**src/rtl/mux151_scan_ctl_pkg.sv**
```systemverilog
// Shared types and sizes for the 74S151 scan controller.
package mux151_pkg;

  localparam int MUX_SEL_W = 3;
  localparam int MUX_N_IN  = 8;

  typedef enum logic [1:0] {
    IDLE,
    SETTLE,
    SAMPLE,
    DONE
  } scan_state_e;

endpackage

```
**src/rtl/mux151_scan_ctl_if.sv**
```systemverilog
// Bundle between the scan controller, its requester and the 74S151 pins.
// slave is the controller side; master is the requester plus the mux outputs.
interface mux151_scan_ctl_if
  import mux151_pkg::*;
  ();

  logic                 start;
  logic                 busy;
  logic                 done;
  logic [MUX_N_IN-1:0]  data;
  logic                 err;
  logic [MUX_SEL_W-1:0] sel;
  logic                 ce_n;
  logic                 q;
  logic                 q_n;

  modport master (
    output start,
    output q,
    output q_n,
    input  busy,
    input  done,
    input  data,
    input  err,
    input  sel,
    input  ce_n
  );

  modport slave (
    input  start,
    input  q,
    input  q_n,
    output busy,
    output done,
    output data,
    output err,
    output sel,
    output ce_n
  );

endinterface

```
**src/rtl/mux151_scan_ctl_settle_timer.sv**
```systemverilog
// Down-counter that holds each mux input for SETTLE_CYCLES cycles before
// the controller samples Q. expired is high while the count sits at zero.
module mux151_settle_timer #(
  parameter int SETTLE_CYCLES = 2
) (
  input  logic clk,
  input  logic reset,
  input  logic load,
  input  logic count,
  output logic expired
);

  localparam int CNT_W = (SETTLE_CYCLES > 1) ? $clog2(SETTLE_CYCLES + 1) : 1;
  localparam logic [CNT_W-1:0] LOAD_VAL = CNT_W'(SETTLE_CYCLES - 1);

  if (SETTLE_CYCLES < 1) begin : g_bad_settle
    $error("mux151_settle_timer: SETTLE_CYCLES must be at least 1");
  end

  logic [CNT_W-1:0] cnt;

  // Reload on entry to a settle window, otherwise count down to zero and stop.
  always_ff @(posedge clk) begin
    if (reset) begin
      cnt <= '0;
    end else if (load) begin
      cnt <= LOAD_VAL;
    end else if (count && (cnt != '0)) begin
      cnt <= cnt - CNT_W'(1);
    end
  end

  assign expired = (cnt == '0);

endmodule

```
**src/rtl/mux151_scan_ctl.sv**
```systemverilog
// Scan sequencer for one 74S151: steps SEL 0..7, waits SETTLE_CYCLES per
// input, samples Q into a shadow byte and publishes it atomically on done.
// Optional feature: define MUX151_SCAN_CHECK_EN to compare Q against Q_N on
// every sample and raise a sticky err flag when they agree.
module mux151_scan_ctl
  import mux151_pkg::*;
#(
  parameter int SETTLE_CYCLES = 2
) (
  input logic              clk,
  input logic              reset,
  mux151_scan_ctl_if.slave bus
);

  localparam logic [MUX_SEL_W-1:0] LAST_SEL = MUX_SEL_W'(MUX_N_IN - 1);

  scan_state_e          state, state_nxt;
  logic [MUX_SEL_W-1:0] sel_r, sel_nxt;
  logic [MUX_N_IN-1:0]  shadow, shadow_nxt;
  logic [MUX_N_IN-1:0]  data_r, data_nxt;
  logic                 tmr_load;
  logic                 tmr_expired;

`ifdef MUX151_SCAN_CHECK_EN
  logic err_r, err_nxt;
`else
  logic unused_qn;
  assign unused_qn = bus.q_n;
`endif

  mux151_settle_timer #(
    .SETTLE_CYCLES(SETTLE_CYCLES)
  ) u_timer (
    .clk     (clk),
    .reset   (reset),
    .load    (tmr_load),
    .count   (state == SETTLE),
    .expired (tmr_expired)
  );

  // State, select counter, shadow byte and published result registers.
  always_ff @(posedge clk) begin
    if (reset) begin
      state  <= IDLE;
      sel_r  <= '0;
      shadow <= '0;
      data_r <= '0;
`ifdef MUX151_SCAN_CHECK_EN
      err_r  <= 1'b0;
`endif
    end else begin
      state  <= state_nxt;
      sel_r  <= sel_nxt;
      shadow <= shadow_nxt;
      data_r <= data_nxt;
`ifdef MUX151_SCAN_CHECK_EN
      err_r  <= err_nxt;
`endif
    end
  end

  // Next-state logic; the result byte is loaded together with the last
  // sample so that it is already valid during the done cycle.
  always_comb begin
    state_nxt  = state;
    sel_nxt    = sel_r;
    shadow_nxt = shadow;
    data_nxt   = data_r;
    tmr_load   = 1'b0;
`ifdef MUX151_SCAN_CHECK_EN
    err_nxt    = err_r;
`endif
    case (state)
      IDLE: begin
        if (bus.start) begin
          state_nxt  = SETTLE;
          sel_nxt    = '0;
          shadow_nxt = '0;
          tmr_load   = 1'b1;
`ifdef MUX151_SCAN_CHECK_EN
          err_nxt    = 1'b0;
`endif
        end
      end
      SETTLE: begin
        if (tmr_expired) begin
          state_nxt = SAMPLE;
        end
      end
      SAMPLE: begin
        shadow_nxt[sel_r] = bus.q;
`ifdef MUX151_SCAN_CHECK_EN
        if (bus.q == bus.q_n) begin
          err_nxt = 1'b1;
        end
`endif
        if (sel_r == LAST_SEL) begin
          state_nxt = DONE;
          sel_nxt   = '0;
          data_nxt  = shadow_nxt;
        end else begin
          state_nxt = SETTLE;
          sel_nxt   = sel_r + MUX_SEL_W'(1);
          tmr_load  = 1'b1;
        end
      end
      DONE: begin
        state_nxt = IDLE;
      end
      default: begin
        state_nxt = IDLE;
      end
    endcase
  end

  assign bus.busy = (state != IDLE);
  assign bus.done = (state == DONE);
  assign bus.ce_n = !((state == SETTLE) || (state == SAMPLE));
  assign bus.sel  = sel_r;
  assign bus.data = data_r;
`ifdef MUX151_SCAN_CHECK_EN
  assign bus.err  = err_r;
`else
  assign bus.err  = 1'b0;
`endif

endmodule
```
**src/flat_wrapper.sv**
```systemverilog
// flat-port wrapper written by rule: the top's interface ports become plain ports
module mux151_scan_ctl_flat import mux151_pkg::*;
#(
  parameter int SETTLE_CYCLES = 2
)
  (clk, reset, bus_start, bus_q, bus_q_n, bus_busy, bus_done, bus_data, bus_err, bus_sel, bus_ce_n);
  mux151_scan_ctl_if bus_i ();
  input logic clk;
  input logic reset;
  input wire logic [$bits(bus_i.start)-1:0] bus_start;
  input wire logic [$bits(bus_i.q)-1:0] bus_q;
  input wire logic [$bits(bus_i.q_n)-1:0] bus_q_n;
  output wire logic [$bits(bus_i.busy)-1:0] bus_busy;
  output wire logic [$bits(bus_i.done)-1:0] bus_done;
  output wire logic [$bits(bus_i.data)-1:0] bus_data;
  output wire logic [$bits(bus_i.err)-1:0] bus_err;
  output wire logic [$bits(bus_i.sel)-1:0] bus_sel;
  output wire logic [$bits(bus_i.ce_n)-1:0] bus_ce_n;
  assign bus_i.start = bus_start;
  assign bus_i.q = bus_q;
  assign bus_i.q_n = bus_q_n;
  assign bus_busy = bus_i.busy;
  assign bus_done = bus_i.done;
  assign bus_data = bus_i.data;
  assign bus_err = bus_i.err;
  assign bus_sel = bus_i.sel;
  assign bus_ce_n = bus_i.ce_n;
  mux151_scan_ctl #(.SETTLE_CYCLES(SETTLE_CYCLES)) u_core (.clk(clk), .reset(reset), .bus(bus_i));
endmodule
```
**config.mk**
```make
export PLATFORM = sky130hd
export DESIGN_NAME = mux151_scan_ctl_flat
export DESIGN_NICKNAME = d
export VERILOG_FILES = /design/src/rtl/mux151_scan_ctl_pkg.sv /design/src/rtl/mux151_scan_ctl_if.sv /design/src/rtl/mux151_scan_ctl_settle_timer.sv /design/src/rtl/mux151_scan_ctl.sv /design/src/flat_wrapper.sv
export SDC_FILE = /design/constraint.sdc
export NUM_CORES = 1
export LEC_CHECK = 0
export BUFFER_PORTS_ARGS = -buffer_cell sky130_fd_sc_hd__buf_2
export CORE_UTILIZATION = 43
export DETAILED_ROUTE_END_ITERATION = 6
export GPL_TIMING_DRIVEN = 0
export MAX_ROUTING_LAYER = met4
export PLACE_DENSITY = 0.64
export SYNTH_ARGS = -nofsm -noshare
export SYNTH_HDL_FRONTEND = slang
export SYNTH_HIERARCHICAL = 1
export SYNTH_SLANG_ARGS = --single-unit
```
**constraint.sdc**
```tcl
create_clock -name clk -period 2.6 [get_ports clk]
set_clock_uncertainty 0.1 [all_clocks]
set_input_delay 0.13 -clock clk [delete_from_list [all_inputs] [get_ports clk]]
set_output_delay 0.13 -clock clk [all_outputs]
set_load 0.01 [all_outputs]
```
# == Word level (Yosys, flattened, before mapping) ==
# Cells that the tools add are included.
# op_classes
addsub,2
multipliers,0
div_mod_pow,0
magnitude_cmp,2
eq_ne,6
n_shift,0
mux,17
bitwise,0
n_reduce_logical,14
# op_table
op,count
8-bit one-hot mux with 2 select lines,1
8-bit bitwise mux,1
8-bit two-way mux,1
2-bit one-hot mux with 4 select lines,1
2-bit nonzero test,4
2-bit two-way mux,3
3-bit two-way mux,2
3-bit one-hot mux with 2 select lines,1
2-bit AND reduction,3
1-bit two-way mux,5
"2-bit equality test, second input constant",2
2-bit logical NOT,2
"3-bit by 4-bit < comparator with 1-bit output, second input constant",1
"3-bit by 1-bit adder with 3-bit output, second input constant",1
1-bit demux with 3-bit select,1
"3-bit equality test, second input constant",1
"3-bit by 1-bit greater-or-equal comparator with 1-bit output, second input constant",1
"2-bit by 1-bit equality test with 1-bit output, second input constant",1
1-bit logical AND,2
"2-bit by 1-bit inequality test with 1-bit output, second input constant",1
"2-bit inequality test, second input constant",1
1-bit one-hot mux with 2 select lines,1
2-bit OR reduction,1
"2-bit by 1-bit subtractor with 2-bit output, second input constant",1
other kinds (2),2
# word_totals
register_bits,23
latchBits,0
mem_bits_rw,0
mem_bits_ro,0
input_bits,5
out_inout_bits,15
elab_cells,47
memories,0

# == Logic depth before layout (Yosys ltp) ==
# depth
ltp_word,6
ltp_mapped,7
mapped_depth_nobuf,6

# == Cells and area by module ==
# Netlist, hierarchy kept.
# modules_own_cells
module,n_inst,cells_per_inst,area_per_inst_um2,seq_area_each_um2
mux151_scan_ctl,1,130,1154.9,420.4
mux151_settle_timer,1,11,123.9,40.0

# == Worst setup path after synthesis ==
# No wires, ideal clock.
# synth_timing
path_kind,register to register
from,register u_core.state[0]
to,register u_core.u_timer.cnt[0]
setup_ps,86
t_arrival_ps,1635
required_ps,2414
path_slack_ps,780
stages_incl_launch_ff,8
n_path_buf,1
period_less_slack_ps,1820
cell_sequence,dfxtp_1 > inv_1 > ha_1 > clkbuf_1 > inv_1 > o21ai_0 > nor4bb_1 > a211oi_1
# synth_via
elab_chain_len,3
word_cells_on_any_way,7
cone_classes,2 x eq/ne; 2 x mux; 3 x reduce/logical
# synth_lines
element,line,rtl
from (decl),mux151_scan_ctl.sv:17,"scan_state_e state, state_nxt;"
from (signal assigned),mux151_scan_ctl.sv:52,state <= state_nxt;
2-bit equality test or 2-bit logical NOT (tied branches),mux151_scan_ctl.sv:73,case (state)
1-bit one-hot mux with 2 select lines *,mux151_scan_ctl.sv:73,
named net u_core.tmr_load,mux151_scan_ctl.sv:21,logic tmr_load;
1-bit two-way mux or 2-bit nonzero test (tied branches),n/a,
to (signal assigned),mux151_scan_ctl_settle_timer.sv:29,cnt <= cnt - CNT_W'(1);
to (decl),mux151_scan_ctl_settle_timer.sv:20,logic [CNT_W-1:0] cnt;
# The timed path passes the listed nets; every way through them passes the cells marked *.
# A chain may end at the register's enable or synchronous reset.

# == Worst setup path after layout ==
# Ends and elaborated chain as after synthesis.

==> run summary <==
The analysis attributes to net switching a power of 426 µW. The die covers 3200 µm². Dividing total power by cell area gives a power density of 711 nW/µm².

In the final timing run, aggregate negative setup slack is 0 ns. The largest stage delay on the critical path came out at 0.45 ns. The number of warnings printed during yosys synthesis is 6. The pre-CTS setup slack is 0.444 ns.

For this run, the register share of the synthesized area comes to 0.360. The final wirelength is 2950 µm. The CTS root buffer is sky130_fd_sc_hd__clkbuf_4. The vias after detailed routing came out at 1189. In the post-synthesis netlist, the biggest area contributors are sky130_fd_sc_hd__dfxtp_1 36%, sky130_fd_sc_hd__ha_1 7.8%, sky130_fd_sc_hd__a32oi_1 6.8%, sky130_fd_sc_hd__a211oi_1 4.7%, sky130_fd_sc_hd__nor2_1 4.1%. The library cell used most frequently in the layout, excluding fill and tap cells, is sky130_fd_sc_hd__dfxtp_1. The TritonCTS sink count is 23. Once the clock tree was built, the setup fixing pass inserted 0 buffers. The number of enable-type register cells in the synthesized netlist is 0. The number of distinct standard cells referenced by the synthesized netlist came out at 33.

The detailed router finished its first iteration with 48 violations. The number of buffers inserted during clock tree synthesis came out at 3. The share of total power dissipated in combinational logic is 0.427. The most common cell type on the critical path is sky130_fd_sc_hd__inv_1.

The total overflow left after global routing is 0. The class of the most critical hold timing path is primary input to flip-flop. The routed via count divided by cell count is 6.13. The initial core utilization is 0.460.

The wire length of the first global-routing pass came out at 4800 µm. The width of the die is 56.5 µm. The total routing resource utilization after global routing came out at 0.199.

Setup repair after global routing left no endpoint under its margin. The final setup violation count is 0. The max-slew violation total from the final report is 0. The average cell area after synthesis came out at 9.07 µm². The smallest hold slack is 0.154 ns. The remaining antenna violation count is 0. The HPWL after detailed placement came out at 2030 µm. For the pin with the worst max-slew slack, the measured transition is 0.510 ns. The mean routed wirelength per cell is 15.2 µm. Traced cell by cell, the critical path runs through inv_1 > ha_1 > clkbuf_1 > inv_1 > o21ai_0 > nor4bb_1 > a211oi_1.

The number of inserted diodes is 0. STA puts the critical path data arrival time at 2.32 ns. The synthesized netlist net count is 154. 20 I/O pins were placed. The deepest level of the CTS H-tree came out at 1. The number of placed instances, taps included is 189.

The remaining max-slew budget at the tightest pin came out at 0.657. The number of cells in the finished layout apart from fillers is 194. In the layout the commonest cells are 23 x sky130_fd_sc_hd__dfxtp_1, 21 x sky130_fd_sc_hd__buf_2, 14 x sky130_fd_sc_hd__nor2_1, 10 x sky130_fd_sc_hd__a32oi_1, 10 x sky130_fd_sc_hd__a21oi_1. The insertion delay to the later sink of the worst-skew pair came out at 0.32 ns. The last weighted congestion value of the routability-driven placer is 0.821. The minimum setup slack in the final design is 0.418 ns.

For this run, the leading register cell type out of synthesis is sky130_fd_sc_hd__dfxtp_1. The number of hold-slack violations in the final timing report is 0. Relative to the synthesized area, the layout overhead comes to 12.6%. The share of the synthesized area in the top cell type came out at 0.360. The core area came out at 2780 µm². The number of maximum-capacitance constraint violations came out at 0. VDD sags by at most 0.380 mV.

In the final design database the tool counted 177 nets. The share of post-route cells with drive strength above 1 is 0.215. The highest net fanout along the worst path came out at 10.

The kind of capture point of the worst setup path is a flip-flop. The fraction of power spent switching nets came out at 0.416. The mapped cell area is 1280 µm².

Timing would allow up to 458 MHz. The area of all placed cells without fillers is 1440 µm². Of the total power, registers draw 0.405. In this run the tool buffered the top-level ports with 17 buffer cells. The cell taking the most area after synthesis is sky130_fd_sc_hd__dfxtp_1. The largest individual stage delay along the critical path comes from the cell sky130_fd_sc_hd__o21ai_0. The internal cell power is 598 µW.

The floorplan row count came out at 19. In the routed design, unresolved DRC markers number 0. For this design the static power due to leakage is 0.000582 µW.

The first-pass iteration count of the detailed router came out at 4. The share of total power in the clock network came out at 0.169. The number of antenna violations at the first check in global routing is 0. In the synthesized netlist the async set-or-reset flop fraction comes to 0.

Counting flops and latches in the post-synthesis netlist gives 23. Counting every instance in the synthesized netlist gives 141. The number of global-route vias before repair is 1095. TritonCTS built the clock tree. The shortest clock period the worst path allows after layout is 2.18 ns. After clock tree synthesis, the clock-pin slew on the worst setup and hold paths is 0.13 ns. The run finished with clean final reports. The chip height is 56.5 µm.

The largest net degree at the start of global routing is 14. The fraction of the cycle the final worst path needs is 0.839. Once placement finished, the instance area stood at 1400 µm². The worst endpoint required time is 2.74 ns. STA classifies the critical path startpoint as a flip-flop. By startpoint and endpoint, the worst setup path is classified as flip-flop to flip-flop. The maximum clock path buffer count is 2.
==> critical path: cells and delay by family (launching register included) <==
family / cells / cell delay, ns
buffers and inverters: 3 / 0.59
AOI/OAI and AO/OA: 2 / 0.68
and+or+nand+nor: 1 / 0.12
DFF: 1 / 0.37
adders and majority gates: 1 / 0.25
==> stage by stage <==
| step | util | total power, µW |
|---|---|---|
| 6_report | 0.518 | 1020 |
| 5_1_grt | 0.518 | 1090 |
| 4_1_cts | 0.518 | 1020 |
| 3_5_place_dp | 0.504 | 848 |
| 3_3_place_gp | 0.504 | 832 |
| 2_1_floorplan | - | 727 |
==> flip-flops by register name (all words and copies together), names as in the netlist <==
name / flops
u_core/u_timer/cnt: 2
u_core/shadow: 8
u_core/state: 2
u_core/bus.sel: 3
u_core/bus.data: 8
==> cells in the mapped netlist (4+ instances only) <==
cell                       number
sky130_fd_sc_hd__buf_4          4
sky130_fd_sc_hd__nor3_1         9
sky130_fd_sc_hd__a21oi_1       10
sky130_fd_sc_hd__a32oi_1       10
sky130_fd_sc_hd__nor2_1        14
sky130_fd_sc_hd__inv_1          7
sky130_fd_sc_hd__buf_2          4
sky130_fd_sc_hd__nand4_1        7
sky130_fd_sc_hd__a211oi_1       8
sky130_fd_sc_hd__ha_1           8
sky130_fd_sc_hd__dfxtp_1       23
==> routing by layer <==
metal / GRT usage / part of all wire
met5: - / 0
met4: 0.115 / 0.0068
met2: 0.297 / 0.47
met1: 0.253 / 0.47
met3: 0.0346 / 0.054
==> repair_timing <==
| item | in CTS | in global routing |
|---|---|---|
| hold buffers | 1 | 0 |
| hold endpoints to repair | 2 | 0 |
| gates resized for setup | 0 | 0 |
==> cell families (layout without fill, tap and decap cells) <==
kind of cell | count (synthesis) | in the layout | share of synthesized area
AOI/OAI and AO/OA | 34 | 34 | 0.207
adders and majority gates | 8 | 8 | 0.0783
buffers and inverters | 19 | 41 | 0.0724
DFF | 23 | 23 | 0.360
muxes | 1 | 1 | 0.00783
other | 1 | 1 | 0.00293
and+or+nand+nor | 55 | 55 | 0.271
==> power by group through the flow <==
stage / registers [µW] / clock network [µW] / logic, µW
after floorplan: 416 / 0 / 311
after global placement: 420 / 0 / 412
after detailed placement: 422 / 0 / 426
after CTS: 414 / 177 / 430
after global routing: 419 / 192 / 482
final: 414 / 173 / 437
==> final cells by class <==
cell class | count | area (µm²)
flip-flops and latches | 23 | 460
repair buffers | 18 | 95.1
well taps | 31 | 38.8
fillers | 280 | 1340
plain buffers | 12 | 66.3
multi-input cells | 99 | 726
clock inverters | 1 | 5.00
inverters | 7 | 26.3
clock buffers | 3 | 22.5
==> path summary, 6_finish.rpt <==
| path | from | end | slack [ns] | depth (start not counted) |
|---|---|---|---|---|
| min reg2reg | u_core/shadow[0] | u_core/shadow[0] | 0.36 | 2 |
| max reg2reg | u_core/state[0] | u_core/u_timer/cnt[0] | 0.42 | 7 |
| min | bus_start | u_core/u_timer/cnt[1] | 0.15 | 4 |
| max | u_core/state[0] | u_core/u_timer/cnt[0] | 0.42 | 7 |
(Power assumes the default switching activity.)
